<file path="src/rtl/rr_arbiter4.sv">
// ============================================================================
// Module   : rr_arbiter4
// Brief    : Four-requester round-robin arbiter with bounded-hold preemption.
// Revision : 1.0 - initial release
// ============================================================================
`default_nettype none

module rr_arbiter4 #(
  parameter int MAX_HOLD = 8
) (
  input  logic       clk,
  input  logic       rst,
  input  logic [3:0] req,
  output logic [3:0] gnt,
  output logic [1:0] gnt_idx,
  output logic       gnt_valid
);

  localparam int                CNT_W   = (MAX_HOLD > 2) ? $clog2(MAX_HOLD) : 1;
  localparam logic [CNT_W-1:0]  CNT_MAX = CNT_W'(MAX_HOLD - 1);

  typedef enum logic [0:0] {
    S_IDLE  = 1'b0,
    S_GRANT = 1'b1
  } state_t;

  state_t           r_state;
  logic [3:0]       r_gnt;
  logic [1:0]       r_idx;
  logic [1:0]       r_ptr;
  logic [CNT_W-1:0] r_hold_cnt;

  state_t           w_nxt_state;
  logic [3:0]       w_nxt_gnt;
  logic [1:0]       w_nxt_idx;
  logic [1:0]       w_nxt_ptr;
  logic [CNT_W-1:0] w_nxt_cnt;

  logic [1:0]       w_sel;
  logic             w_holder_req;
  logic             w_others_req;

  // Search ptr+1 .. ptr+4; descending loop so the nearest candidate wins.
  always_comb begin
    w_sel = r_ptr;
    for (int j = 3; j >= 0; j--) begin
      if (req[2'(r_ptr + 2'(j + 1))]) begin
        w_sel = 2'(r_ptr + 2'(j + 1));
      end
    end
  end

  assign w_holder_req = req[r_idx];
  assign w_others_req = |(req & ~r_gnt);

  always_comb begin
    w_nxt_state = r_state;
    w_nxt_gnt   = r_gnt;
    w_nxt_idx   = r_idx;
    w_nxt_ptr   = r_ptr;
    w_nxt_cnt   = r_hold_cnt;
    case (r_state)
      S_IDLE: begin
        w_nxt_gnt = 4'b0000;
        w_nxt_idx = 2'b00;
        if (req != 4'b0000) begin
          w_nxt_gnt   = 4'b0001 << w_sel;
          w_nxt_idx   = w_sel;
          w_nxt_ptr   = w_sel;
          w_nxt_cnt   = '0;
          w_nxt_state = S_GRANT;
        end
      end
      S_GRANT: begin
        if (!w_holder_req || ((r_hold_cnt == CNT_MAX) && w_others_req)) begin
          w_nxt_gnt   = 4'b0000;
          w_nxt_idx   = 2'b00;
          w_nxt_state = S_IDLE;
        end else if (r_hold_cnt != CNT_MAX) begin
          w_nxt_cnt = r_hold_cnt + 1'b1;
        end
      end
      default: begin
        w_nxt_gnt   = 4'b0000;
        w_nxt_idx   = 2'b00;
        w_nxt_state = S_IDLE;
      end
    endcase
  end

  always_ff @(posedge clk) begin
    if (rst) begin
      r_state    <= S_IDLE;
      r_gnt      <= 4'b0000;
      r_idx      <= 2'b00;
      r_ptr      <= 2'd3;
      r_hold_cnt <= '0;
    end else begin
      r_state    <= w_nxt_state;
      r_gnt      <= w_nxt_gnt;
      r_idx      <= w_nxt_idx;
      r_ptr      <= w_nxt_ptr;
      r_hold_cnt <= w_nxt_cnt;
    end
  end

  assign gnt       = r_gnt;
  assign gnt_idx   = r_idx;
  assign gnt_valid = |r_gnt;

endmodule

`default_nettype wire
</file>
<file path="config.mk">
export PLATFORM = sky130hd
export DESIGN_NAME = rr_arbiter4
export DESIGN_NICKNAME = d
export VERILOG_FILES = /design/src/rtl/rr_arbiter4.sv
export SDC_FILE = /design/constraint.sdc
export NUM_CORES = 1
export LEC_CHECK = 0
export BUFFER_PORTS_ARGS = -buffer_cell sky130_fd_sc_hd__clkbuf_2
export CAP_MARGIN = 25
export CORE_MARGIN = 4
export CORE_UTILIZATION = 45
export CTS_BUF_LIST = sky130_fd_sc_hd__clkbuf_4 sky130_fd_sc_hd__clkbuf_8
export CTS_CLUSTER_SIZE = 24
export DETAILED_ROUTE_END_ITERATION = 7
export HOLD_SLACK_MARGIN = 0.05
export PLACE_DENSITY = 0.67
export SYNTH_ARGS = -nofsm -noshare
export SYNTH_HDL_FRONTEND = slang
export SYNTH_SLANG_ARGS = --single-unit
export TNS_END_PERCENT = 100
</file>
<file path="constraint.sdc">
create_clock -name clk -period 2.1 [get_ports clk]
set_clock_uncertainty 0.15 [all_clocks]
set_input_delay 0.315 -clock clk [delete_from_list [all_inputs] [get_ports clk]]
set_output_delay 0.315 -clock clk [all_outputs]
set_load 0.005 [all_outputs]
</file>
==> results of run 1 <==
## report_power, final
| part | switching [mW] | internal [mW] |
|---|---|---|
| Sequential | 0.0266 | 0.249 |
| Clock | 0.0742 | 0.0663 |
| Combinational | 0.0687 | 0.0665 |
| Total | 0.169 | 0.382 |
## through the flow
step	hold WS, ns	power (mW)	cell area, sq um
2_1_floorplan	0.234	0.369	661
3_3_place_gp	0.320	0.417	739
3_5_place_dp	0.333	0.418	739
4_1_cts	0.165	0.553	762
5_1_grt	0.179	0.585	762
6_report	0.163	0.551	762
## flip-flops by register name, indices dropped and copies added (netlist names)
register and count:
gnt 4, gnt_idx 2, r_hold_cnt 3, r_ptr 2, r_state 1
## area by class of cell
class                      instances  share of cell area [%]
inverter                           2                   0.985
tap                               15                    2.46
multi-input combinational         52                    54.2
sequential                        12                    31.5
clock buffer                       3                    2.96
timing repair buffer              12                    7.88
## worst paths after layout
| path | endpoint | slack (ns) |
|---|---|---|
| worst min-delay path | r_state | 0.16 |
| worst max register to register | gnt_idx[0] | 0.47 |
| worst max-delay path | gnt_valid | 0.36 |
| worst min register to register | r_hold_cnt[1] | 0.34 |
## cells in the final DEF, fill, tap and decap left out, drive strengths merged
cell,n
a221o,1
or3,1
a22oi,1
a22o,2
o21ai,3
o21a,1
nand2b,4
o41ai,1
clkbuf,15
ha,2
nor2,6
a32o,4
mux2i,4
nor2b,4
or4,1
nand3,4
inv,2
nand2,2
a21oi,3
dfxtp,12
a21o,2
o22a,1
a221oi,1
o211ai,2
nor3b,1
and2b,1
## cells by family (layout without fill, tap and decap cells)
family / Yosys count / count (layout)
simple gates: 24 / 24
compound gates: 22 / 22
flops: 12 / 12
mux: 4 / 4
fa+ha+maj: 2 / 2
buf+inv: 2 / 17
## critical path: cells and delay by family, from the launching register on
kind,cells,cell delay [ns]
AND/OR/NAND/NOR,1,0.52
buffers and inverters,1,0.12
flip-flops,1,0.36
## metal layers
layer  part of all wire (%)  GRT usage, %  wire, um  vias to the layer above
met5                      0             0         0                        -
met2                     46          23.9       632                       14
met4                   0.66          5.11         9                        0
met1                     46          18.8       634                      268
li1                       -             -         -                      287
met3                    6.7          4.69        91                        2
==> qor.yml, run 1 <==
post-place-ws_ns: 0.399
synthSimpleGateAreaFrac_pct: 23.9
cts_max_level: 1
core_sq_um: 1330
routed_wl_um: 1370
multi_input_area_sq_um: 413
tns_ns: 0
slew_violations: 0
hold_class: "input pin to flop"
worstSetupPathType: "flop to primary output"
grt_start_max_net_pins: 9
hold_buffers: 0
cts_buffers: 3
ys_top_cells_by_count: "12 x dfxtp_1, 6 x nor2_1, 4 x mux2i_1, 4 x nand2b_1, 4 x nand3_1"
power_leakage_nw: 0.339
drive_gt1_share_pct: 27.2
postLayoutSetupSlackWorst_ns: 0.359
synth_edf_count: 0
cp_data_required_time_ns: 1.63
hold_depth: 2
synth_ff_type: "dfxtp_1"
first_iter_violations: 17
syn-cell-area_sq_um: 661
p_per_area_nw_per_um2: 723
start_util_pct: 49.5
syn_area_per_cell_sq_um: 10.0
hold_viol_final: 0
die_x_um: 46.3
holdCritStartpoint: "rst"
yosysTopAreaCell: "dfxtp_1"
cts_sinks: 12
die_h_um: 46.3
cpPeakStageDelay_ns: 0.52
route.detailed.drc: 0
end_kind: "primary output"
final-seq-area_sq_um: 240
postSynth.asyncResetShare_pct: 0
fill_cells: 128
finalSetupViolCount: 0
vias: 571
r2r-start: "gnt[1]"
placed_cells: 93
max_freq_ghz: 0.574
muxShareOfSynthArea_pct: 6.06
yosys_register_bits: 12
gp_congestion: 0.736
synthTopCellsByArea: "dfxtp_1 36%, mux2i_1 6.1%, nor2b_4 4.2%"
fin_util_pct: 57.1
ant_nets: 0
grt-ovfl-total: 0
avgViaCountPerCell: 5.95
diodes: 0
synth_seq_area_share_pct: 36.4
die_area_sq_um: 2150
portBuffers: 12
synth-adder-area-share_pct: 3.79
synth_cell_types: 27
critPathSlowestCell: "or4_1"
cts_buffer_depth: 2
io_pins: 13
status: "complete, no violations"
rsz0062_at_grt: "false"
maxCapViolations: 0
synth_compound_area_share_pct: 28.8
antenna_found_initial: 0
cts_root_buf: "clkbuf_4"
startpoint: "gnt[3]"
area_growth_pct: 15.3
fin_cells: 96
grt_first_pass_wirelength_um: 2270
reg2reg_depth: 4
layout.nets: 91
clk_pin_slew_ns: 0.08
worstSkewPairLatency_ns: 0.27
hpwl_um: 1120
synth_xor_area_share_pct: 0
relSlewSlack_pct: 69.6
yosysMostFrequentCell: "dfxtp_1"
path_max_fanout: 4
max_slew.worst_pin.slew_ns: 0.457
cp-start-kind: "flop"
syn_inst: 66
cts.repair.resized: 0
period_needed_ns: 1.74
wire_per_inst_um: 14.2
tritoncts: "built"
synth.top_cell.area_share_pct: 36.4
synthesis.nets: 74
finalCritPeriodShare_pct: 82.9
synth_top_family_by_area: "compound AO/OA/AOI/OAI gates"
ys_warn_count: 0
firstDrtPassIters: 4
row_count: 13
vdd_drop_max_mv: 0.411
cts.repair_timing.setup_buffer_count: 0
arrival_ns: 1.28
grt_pass1_vias: 505
crit_path_cell_trace: "or4_1, clkbuf_2"
grt_use_total_pct: 15.0
No activity file was read; power rests on OpenSTA's default activity.
==> inputs of run 2 (changes only) <==
- clock period: 2.1 -> 1.65 ns (I/O delays scaled with it)
==> qor.yml, run 2 (synthesis results as in run 1) <==
start_util_pct: 49.5
route.detailed.drc: 0
portBuffers: 12
rsz0062_at_grt: "true"
largest_reg_flops: 4
antenna_found_initial: 0
p_per_area_nw_per_um2: 949
io_pins: 13
hpwl_um: 1190
relSlewSlack_pct: 70.7
slew_violations: 0
cp_data_required_time_ns: 1.25
avgViaCountPerCell: 5.89
crit_path_cell_trace: "buf_4, or4_1, clkbuf_2"
die_area_sq_um: 2150
cp-start-kind: "flop"
dpl_cell_area_sq_um: 769
finalCritPeriodShare_pct: 100
gp_congestion: 0.760
postLayoutSetupSlackWorst_ns: -0.00398
cts_root_buf: "clkbuf_4"
cpPeakStageDelay_ns: 0.38
power_leakage_nw: 0.383
cts_max_level: 1
grt_pass1_vias: 556
cts_sinks: 12
area_growth_pct: 26.3
diodes: 0
violations: "setup timing"
fin_area_sq_um: 835
post-place-ws_ns: 0.0414
maxCapViolations: 0
finalSetupViolCount: 1
drive_gt1_share_pct: 38.6
hold_viol_final: 0
arrival_ns: 1.26
worstSkewPairLatency_ns: 0.27
firstDrtPassIters: 6
max_freq_ghz: 0.605
layout.nets: 97
row_count: 13
ant_nets: 0
end_kind: "primary output"
grt_first_pass_wirelength_um: 2610
cts_buffers: 3
hold_class: "input pin to flop"
worstSetupPathType: "flop to primary output"
routed_wl_um: 1600
first_iter_violations: 10
status: "finished with violations"
vias: 607
clk_pin_slew_ns: 0.08
tritoncts: "built"
period_needed_ns: 1.65
mostFrequentLayoutCell: "clkbuf_2"
vdd_drop_max_mv: 0.561
die_x_um: 46.3
wire_per_inst_um: 15.6
grt_start_max_net_pins: 8
path_buf_inv: 2
critPathSlowestCell: "or4_1"
final_cell_mix: "12 x clkbuf_2, 9 x dfxtp_1, 6 x nor2_1, 5 x buf_4"
grt-ovfl-total: 0
core_sq_um: 1330
cts_buffer_depth: 2
path_delay_family: "simple AND/OR/NAND/NOR gates"
grt_use_total_pct: 17.7
die_h_um: 46.3
max_slew.worst_pin.slew_ns: 0.437
path_max_fanout: 3
[run 2: per-stage QoR]
stage | instances | hold slack, ns | util (%) | TNS, ns | power (mW)
5_1_grt | 103 | 0.118 | 62.6 | -0.0375 | 0.842
3_5_place_dp | 97 | 0.331 | 57.7 | 0 | 0.551
4_1_cts | 103 | 0.0959 | 62.0 | 0 | 0.791
2_1_floorplan | 66 | 0.167 | - | 0 | 0.469
3_3_place_gp | 97 | 0.314 | 57.7 | 0 | 0.549
6_report | 103 | 0.111 | 62.6 | -0.00398 | 0.792
[run 2: routing by layer]
metal / vias up / global-route usage [%] / wire length, um
met5: - / 0 / 0
met4: 0 / 6.82 / 31
met3: 4 / 5.08 / 111
met2: 28 / 29.7 / 770
met1: 274 / 21.0 / 691
li1: 301 / - / -
[run 2: repair_timing]
action / in CTS / in global routing
pin swaps: 3 / 1
endpoints found under the setup margin: 1 / 7
buffers inserted: 3 / 0
resized for setup: 4 / 3
hold buffers: 0 / 0
[run 2: layout make-up]
type                    count  area, sq um
well taps                  15         18.8
flip-flops and latches     12          246
clock buffers               4         36.3
repair buffers             18          109
fillers                   132          499
inverters                   2         7.51
multi-input cells          52          417
[run 2: final timing paths]
path	from	endpoint	slack, ns	cells after the start
max reg2reg	gnt[1]	gnt_idx[1]	0.06	5
min	rst	r_hold_cnt[0]	0.11	2
min reg2reg	r_hold_cnt[1]	r_hold_cnt[1]	0.33	2
max	gnt[2]	gnt_valid	-0.004	3
[run 2: worst reg2reg max path, cell delays in order (launching register included)]
cell     delay [ns]
dfxtp_2        0.37
buf_6          0.10
and2b_4        0.18
o41ai_4        0.22
nor3b_4        0.34
a22o_1         0.19
[run 2: power by group]
part | leakage, nW | internal (mW) | switching [mW]
Sequential | 0.100 | 0.317 | 0.0310
Combinational | 0.262 | 0.105 | 0.102
Clock | 0.0210 | 0.134 | 0.102
==> inputs of run 3 (changes only) <==
- CORE_ASPECT_RATIO: not set -> 0.9
==> qor.yml, run 3 (synthesis results as in run 1) <==
gp_congestion: 0.781
clk_pin_slew_ns: 0.08
holdPathEnd: "r_state"
reg2reg_to: "gnt_idx[1]"
firstDrtPassIters: 4
holdCritStartpoint: "rst"
r2r-start: "gnt[3]"
cp_data_required_time_ns: 1.25
fin_util_pct: 63.4
portBuffers: 12
core_sq_um: 1310
grt_use_total_pct: 15.2
path_max_fanout: 2
ant_nets: 0
status: "complete, no violations"
drive_gt1_share_pct: 37.5
cts_buffers: 3
end_kind: "primary output"
die_h_um: 44.4
hpwl_um: 1160
power_leakage_nw: 0.376
route.detailed.drc: 0
area_growth_pct: 25.4
worstSkewPairLatency_ns: 0.27
largest_reg_flops: 4
p_per_area_nw_per_um2: 946
cts_root_buf: "clkbuf_4"
fill_cells: 123
avgViaCountPerCell: 5.90
hold_depth: 2
rsz0062_at_grt: "true"
grt_pass1_vias: 559
cts_sinks: 12
arrival_ns: 1.24
grt_first_pass_wirelength_um: 2570
power_uw: 783
routed_wl_um: 1500
vias: 602
reg2reg_depth: 5
io_pins: 13
slew_violations: 0
vdd_drop_max_mv: 0.547
mostFrequentLayoutCell: "clkbuf_2"
relSlewSlack_pct: 71.3
hold_viol_final: 0
finalCritPeriodShare_pct: 99.5
tritoncts: "built"
die_area_sq_um: 2150
maxCapViolations: 0
layout.nets: 97
cts_max_level: 1
grt-ovfl-total: 0
row_count: 12
hold_class: "input pin to flop"
max_freq_ghz: 0.609
start_util_pct: 50.6
antenna_found_initial: 0
r2r_slack_ns: 0.08
worstSetupPathType: "flop to primary output"
cp-start-kind: "flop"
die_x_um: 48.4
wire_per_inst_um: 14.7
max_slew.worst_pin.slew_ns: 0.428
first_iter_violations: 10
period_needed_ns: 1.64
cts_buffer_depth: 2
hold_buffers: 0
diodes: 0
finalSetupViolCount: 0
grt_start_max_net_pins: 8
final_cell_mix: "12 x clkbuf_2, 9 x dfxtp_1, 6 x nor2_1, 6 x buf_4"
-- run 3: cell counts in the layout (fill, tap and decap cells not counted) --
Identical to the previous run, type by type.
-- run 3: final cells by class --
class / instances / area, sq um / area share (%)
multi-input cells: 52 / 415 / 50.2
flip-flops and latches: 12 / 246 / 29.8
repair buffers: 18 / 105 / 12.7
clock buffers: 4 / 36.3 / 4.38
well taps: 14 / 17.5 / 2.11
inverters: 2 / 7.51 / 0.906
-- run 3: per-stage QoR --
step	hold WS, ns	instances	setup WS [ns]	cell area, sq um	TNS [ns]
2_1_floorplan	0.167	66	0.155	661	0
3_3_place_gp	0.311	97	0.0801	776	0
3_5_place_dp	0.326	97	0.0652	776	0
4_1_cts	0.0815	102	-0.00293	826	-0.00293
5_1_grt	0.0850	102	-0.0382	828	-0.0647
6_report	0.0850	102	0.00798	828	0
-- run 3: worst max-delay path: stages, from the launching register on --
cell and delay (ns):
dfxtp_4 0.34, or4_1 0.51, clkbuf_2 0.13
-- run 3: report_power, final --
part	total, mW	leakage, nW	internal (mW)	switching (mW)
clock network	0.232	0.0210	0.134	0.0978
registers	0.349	0.100	0.317	0.0312
logic	0.203	0.255	0.102	0.100
total	0.783	0.376	0.554	0.229
-- run 3: routing by layer --
layer,global-route usage (%),up-vias,routed length (um)
li1,-,297,-
met1,20.1,291,712
met2,23.4,14,696
met3,6.06,0,94
met4,3.31,0,0
met5,0,-,0
-- run 3: worst max path at each step --
stage	startpoint	to	slack [ns]	depth (start not counted)
final	gnt[3]	gnt_valid	0.008	2
after global routing	gnt[2]	gnt_valid	-0.04	3
after CTS	gnt[3]	gnt_valid	-0.003	2
after detailed placement	req[2]	gnt_idx[0]	0.07	5
after global placement	req[2]	gnt_idx[0]	0.08	5
after floorplan	gnt[1]	gnt_idx[0]	0.16	4
-- run 3: repair_timing --
item,4_1_cts,5_1_grt
pin swaps,1,0
gates resized for setup,4,1
setup buffers,2,0
setup endpoints to repair,1,7
